$ cat config.mk
export PLATFORM = sky130hd
export DESIGN_NAME = mem_port_arbiter
export DESIGN_NICKNAME = d
export VERILOG_FILES = /design/src/rtl/mem_port_arbiter.sv
export SDC_FILE = /design/constraint.sdc
export NUM_CORES = 1
export LEC_CHECK = 0
export CAP_MARGIN = 20
export CORE_UTILIZATION = 38
export CTS_CLUSTER_DIAMETER = 60
export DETAILED_ROUTE_END_ITERATION = 10
export PLACE_DENSITY = 0.76
export SYNTH_ARGS = -nofsm -noshare
export SYNTH_HDL_FRONTEND = slang
export SYNTH_SLANG_ARGS = --single-unit
$ cat constraint.sdc
create_clock -name clk -period 1.8 [get_ports clk]
set_clock_uncertainty 0.05 [all_clocks]
set_input_delay 0.36 -clock clk [delete_from_list [all_inputs] [get_ports clk]]
set_output_delay 0.36 -clock clk [all_outputs]
set_load 0.1 [all_outputs]
$ cat src/rtl/mem_port_arbiter.sv
// Shares one single-ported, multi-cycle memory between instruction fetch and the MEM stage.
// Optional macro ROUND_ROBIN_EN: alternate the grant on conflicts instead of fixed data-first priority.
module mem_port_arbiter #(
    parameter int ADDR_W  = 16,
    parameter int DATA_W  = 16,
    parameter int TIMEOUT = 15
) (
    input  logic              clk,
    input  logic              rst,
    input  logic              if_req,
    input  logic [ADDR_W-1:0] if_addr,
    output logic [DATA_W-1:0] if_rdata,
    output logic              if_done,
    output logic              if_stall,
    input  logic [1:0]        d_mem_en,
    input  logic [ADDR_W-1:0] d_addr,
    input  logic [DATA_W-1:0] d_wdata,
    output logic [DATA_W-1:0] d_rdata,
    output logic              d_done,
    output logic              d_stall,
    output logic              m_req,
    output logic              m_wr,
    output logic [ADDR_W-1:0] m_addr,
    output logic [DATA_W-1:0] m_wdata,
    input  logic              m_ack,
    input  logic [DATA_W-1:0] m_rdata,
    output logic              err
);
    typedef enum logic [1:0] {
        IDLE = 2'd0,
        BUSY = 2'd1,
        RESP = 2'd2
    } state_t;

    localparam logic       OWN_FETCH   = 1'b0;
    localparam logic       OWN_DATA    = 1'b1;
    localparam logic [7:0] TIMEOUT_CNT = 8'(TIMEOUT);

    state_t            state_reg, state_next;
    logic              owner_reg, owner_next;
    logic              m_req_reg, m_req_next;
    logic              m_wr_reg, m_wr_next;
    logic [ADDR_W-1:0] m_addr_reg, m_addr_next;
    logic [DATA_W-1:0] m_wdata_reg, m_wdata_next;
    logic [7:0]        cnt_reg, cnt_next;
    logic              err_reg, err_next;
    logic [DATA_W-1:0] if_rdata_reg, if_rdata_next;
    logic [DATA_W-1:0] d_rdata_reg, d_rdata_next;

    logic       data_req;
    logic       pick_data;
    logic [7:0] cnt_inc;

    // 01 is reserved and behaves like "no access", so only bit 1 marks a data request.
    assign data_req = d_mem_en[1];
    assign cnt_inc  = (cnt_reg == 8'hFF) ? cnt_reg : cnt_reg + 8'd1;

`ifdef ROUND_ROBIN_EN
    logic last_owner_reg;

    always_ff @(posedge clk) begin
        if (rst) begin
            last_owner_reg <= OWN_FETCH;
        end else if (state_reg == IDLE && (data_req || if_req)) begin
            last_owner_reg <= pick_data;
        end
    end

    assign pick_data = data_req & (~if_req | (last_owner_reg == OWN_FETCH));
`else
    assign pick_data = data_req;
`endif

    always_ff @(posedge clk) begin
        if (rst) begin
            state_reg    <= IDLE;
            owner_reg    <= OWN_FETCH;
            m_req_reg    <= 1'b0;
            m_wr_reg     <= 1'b0;
            m_addr_reg   <= '0;
            m_wdata_reg  <= '0;
            cnt_reg      <= '0;
            err_reg      <= 1'b0;
            if_rdata_reg <= '0;
            d_rdata_reg  <= '0;
        end else begin
            state_reg    <= state_next;
            owner_reg    <= owner_next;
            m_req_reg    <= m_req_next;
            m_wr_reg     <= m_wr_next;
            m_addr_reg   <= m_addr_next;
            m_wdata_reg  <= m_wdata_next;
            cnt_reg      <= cnt_next;
            err_reg      <= err_next;
            if_rdata_reg <= if_rdata_next;
            d_rdata_reg  <= d_rdata_next;
        end
    end

    always_comb begin
        state_next    = state_reg;
        owner_next    = owner_reg;
        m_req_next    = 1'b0;
        m_wr_next     = m_wr_reg;
        m_addr_next   = m_addr_reg;
        m_wdata_next  = m_wdata_reg;
        cnt_next      = cnt_reg;
        err_next      = err_reg;
        if_rdata_next = if_rdata_reg;
        d_rdata_next  = d_rdata_reg;
        case (state_reg)
            IDLE: begin
                if (data_req || if_req) begin
                    state_next = BUSY;
                    owner_next = pick_data;
                    m_req_next = 1'b1;
                    cnt_next   = '0;
                    if (pick_data) begin
                        m_wr_next    = d_mem_en[0];
                        m_addr_next  = d_addr;
                        m_wdata_next = d_wdata;
                    end else begin
                        m_wr_next    = 1'b0;
                        m_addr_next  = if_addr;
                        m_wdata_next = '0;
                    end
                end
            end
            BUSY: begin
                if (m_ack) begin
                    state_next = RESP;
                    if (owner_reg == OWN_FETCH) begin
                        if_rdata_next = m_rdata;
                    end else if (!m_wr_reg) begin
                        d_rdata_next = m_rdata;
                    end
                end else begin
                    cnt_next = cnt_inc;
                    // Forced completion: the waiting requester gets zero data and err latches.
                    if (cnt_inc >= TIMEOUT_CNT) begin
                        state_next = RESP;
                        err_next   = 1'b1;
                        if (owner_reg == OWN_FETCH) begin
                            if_rdata_next = '0;
                        end else if (!m_wr_reg) begin
                            d_rdata_next = '0;
                        end
                    end
                end
            end
            RESP: begin
                state_next = IDLE;
            end
            default: begin
                state_next = IDLE;
            end
        endcase
    end

    assign if_done  = (state_reg == RESP) && (owner_reg == OWN_FETCH);
    assign d_done   = (state_reg == RESP) && (owner_reg == OWN_DATA);
    assign if_stall = if_req & ~if_done;
    assign d_stall  = data_req & ~d_done;
    assign m_req    = m_req_reg;
    assign m_wr     = m_wr_reg;
    assign m_addr   = m_addr_reg;
    assign m_wdata  = m_wdata_reg;
    assign err      = err_reg;
    assign if_rdata = if_rdata_reg;
    assign d_rdata  = d_rdata_reg;

endmodule

==> metrics.md <==
| Metric | Value |
|---|---|
| WS Path Type | flop to flop |
| Leading area contributor after synthesis | dfxtp_1 |
| Pre-CTS WS | -0.109 ns |
| Core area | 8340 µm² |
| Met3 GRT Util | 5.58% |
| Finished Layout Cells | 593 |
| Share of layout cells above drive strength 1 | 31.8% |
| Relative slew slack | 54.2% |
| Syn avg cell area | 9.67 µm² |
| Met1 Usage GRT | 24.5% |
| NumNets Final | 554 |
| Max FO, Critical Path | 8 |
| Net Count, Synth | 414 |
| Primary FF master, synth | dfxtp_1 |
| Multiplexer share of the synthesized area | 5.13% |
| Root Buffer | clkbuf_8 |
| Busiest layer in global routing | met2 |
| Post-Syn Area | 3320 µm² |
| Area Growth Syn to Fin | 81.9% |
| GR Layer Usage met2 | 36.1% |
| Power Density | 832 nW/µm² |
| Failing checks | setup timing |
| Via count | 3320 |
| Hold Crit Class | input pin to flop |
| Reg area | 1570 µm² |
| DRC | 0 |
| I/O pin count | 141 |
| DPL Wire Length | 6730 µm |
| I/O Buffers | 140 |
| Final WL | 9790 µm |
| Fin. max-slew vios | 0 |
| N_diodes | 0 |
| Routed wire per std cell | 16.5 µm |
| H-tree levels | 3 |
| WP data required | 2.00 ns |
| RSZ-0062 raised after global routing | true |
| Leakage | 0.00225 µW |
| Synth Area in Simple Gates | 12.8% |
| Die width | 95.4 µm |
| Die H | 95.4 µm |
| Synth async-reset ratio | 0% |
| Critical Path Source Type | flop |
| First-pass GRT wire length | 15000 µm |
| Crit. End Element | flop |
| Worst IR drop on VDD | 0.000400 V |
| TritonCTS buffer count | 9 |
| Share of the synthesized area in the top cell type | 47.1% |
| ANT nets after route | 0 |
| Filler instances | 582 |
| Die area | 9100 µm² |
| Fin crit share | 103% |
| Initial cell density of the core | 39.8% |
| Reg clk slew, reported paths | 0.08 ns |
| Final Critical Period | 1.85 ns |
| Count leader, synth | dfxtp_1 |
| Post-Syn Instances | 343 |
| Post-Synth Adder-Cell Area | 0.377% |
| Worst-Skew Late Latency | 0.34 ns |
| Warnings from Yosys | 0 |
| Worst slew pin tran | 0.687 ns |
| Initial antenna violation count | 0 |
| DRT iter0 DRCs | 95 |
| Xor/xnor cell area share of the yosys netlist | 0.264% |
| Largest net degree at the start of global routing | 37 |
| Post-Place Cells | 571 |
| Final hold vios | 0 |
| Vias in the first global route | 3093 |
| GP Congestion | 0.878 |
| Post-synth EDFFs | 0 |
| Rows | 33 |
| FF+latch count, synth | 78 |
| Hold Buf Count CTS | 0 |
| Number of distinct library cells after synthesis | 43 |
| Combinational family with the most area after synthesis | compound AO/OA/AOI/OAI gates |
| Clk sinks | 78 |
| Register area share after synthesis | 47.1% |
| Clock tree from TritonCTS | built |
| Setup total negative slack | -0.175 ns |
| Area of the multi-input gates | 1750 µm² |
| Endpoints failing setup | 12 |
| TritonRoute pass-1 iters | 4 |
| Synth cell count leaders | dfxtp_1, nor2_1, a31oi_1 |
| Crit path arrival time | 2.05 ns |
| Fmax | 540 MHz |
| Vias/cell | 5.60 |
| Status | finished, violations left |
| All-Layer GR Usage | 21.1% |
| Total grt overflow | 0 |
| Synth top area cells | dfxtp_1, a311oi_1, a31oi_1 |
| Critical path origin | cnt_reg[0]$_SDFFE_PP0P_ |
| HP Start | rst |
| Post-route setup slack | -0.0505 ns |
| CTS Buffer Depth | 2 |
| Compound-Gate Fraction of Synth Area | 28.6% |
| Max_cap viols | 0 |
| RR Startpoint | cnt_reg[0]$_SDFFE_PP0P_ |
-- metal layers --
layer	up-vias	share of wire [%]	wire length, µm
met4	0	2.8	271
li1	1608	-	-
met5	-	0	0
met1	1553	39	3860
met3	28	7.7	758
met2	131	50	4900
-- cell type report --
class	count	share of cell area, %
clock buffers	9	2.05
clock inverters	7	0.934
inverters	2	0.124
multi-input cells	229	29.1
flip-flops and latches	78	26.1
well taps	105	2.18
repair buffers	163	39.6
-- power breakdown --
group / switching (µW) / internal (µW)
registers: 120 / 1830
logic: 1130 / 726
clock network: 692 / 518
-- stage by stage --
stage	power, µW	cell area [µm²]	hold slack (ns)	utilization, %
CTS	5010	5880	0.270	70.5
global placement	3770	5610	0.432	67.3
detailed placement	3800	5610	0.444	67.3
global route	5220	6030	0.290	72.3
floorplan	3030	3350	0.416	-
finish	5020	6030	0.282	72.3
-- placed cells by master (no fill, tap or decap), drive strengths merged, types with 3 or more instances in the layout --
| cell | count |
|---|---|
| dfxtp | 78 |
| a31oi | 32 |
| clkdlybuf4s50 | 68 |
| and2 | 4 |
| inv | 5 |
| nand2 | 23 |
| nor3b | 4 |
| and3 | 5 |
| nor2 | 40 |
| buf | 94 |
| a22oi | 17 |
| a311oi | 35 |
| a211oi | 16 |
| mux2i | 17 |
| clkinv | 3 |
| a21oi | 9 |
| clkbuf | 10 |
-- critical path, cell delays in order (launching register included) --
cell       delay, ns
dfxtp_4         0.36
ha_4            0.18
xor2_2          0.15
a311oi_4        0.33
o211ai_4        0.16
buf_12          0.16
clkbuf_16       0.16
a311oi_2        0.20
-- final timing paths --
path | to | slack [ns] | depth (start not counted)
worst max register to register | d_rdata[1]$_SDFFE_PP0P_ | -0.05 | 7
worst min register to register | cnt_reg[1]$_SDFFE_PP0P_ | 0.46 | 2
worst min-delay path | m_req$_SDFF_PP0_ | 0.28 | 2
worst max-delay path | d_rdata[1]$_SDFFE_PP0P_ | -0.05 | 7
-- kinds of logic (layout without fill, tap and decap cells) --
group                    after synthesis  count (layout)
AO/OA/AOI/OAI                        120             120
AND/OR/NAND/NOR                       90              90
flip-flops                            78              78
buffers and inverters                 36             181
multiplexers                          17              17
adder cells (fa/ha/maj)                1               1
XOR/XNOR                               1               1
-- timing repair --
action | 4_1_cts | 5_1_grt
resized for setup | 9 | 23
pin swaps | 3 | 4
setup endpoints to repair | 33 | 32
buffers inserted | 3 | 2
gates cloned | 1 | 1
Note: power is estimated with default switching activity, not from simulation.
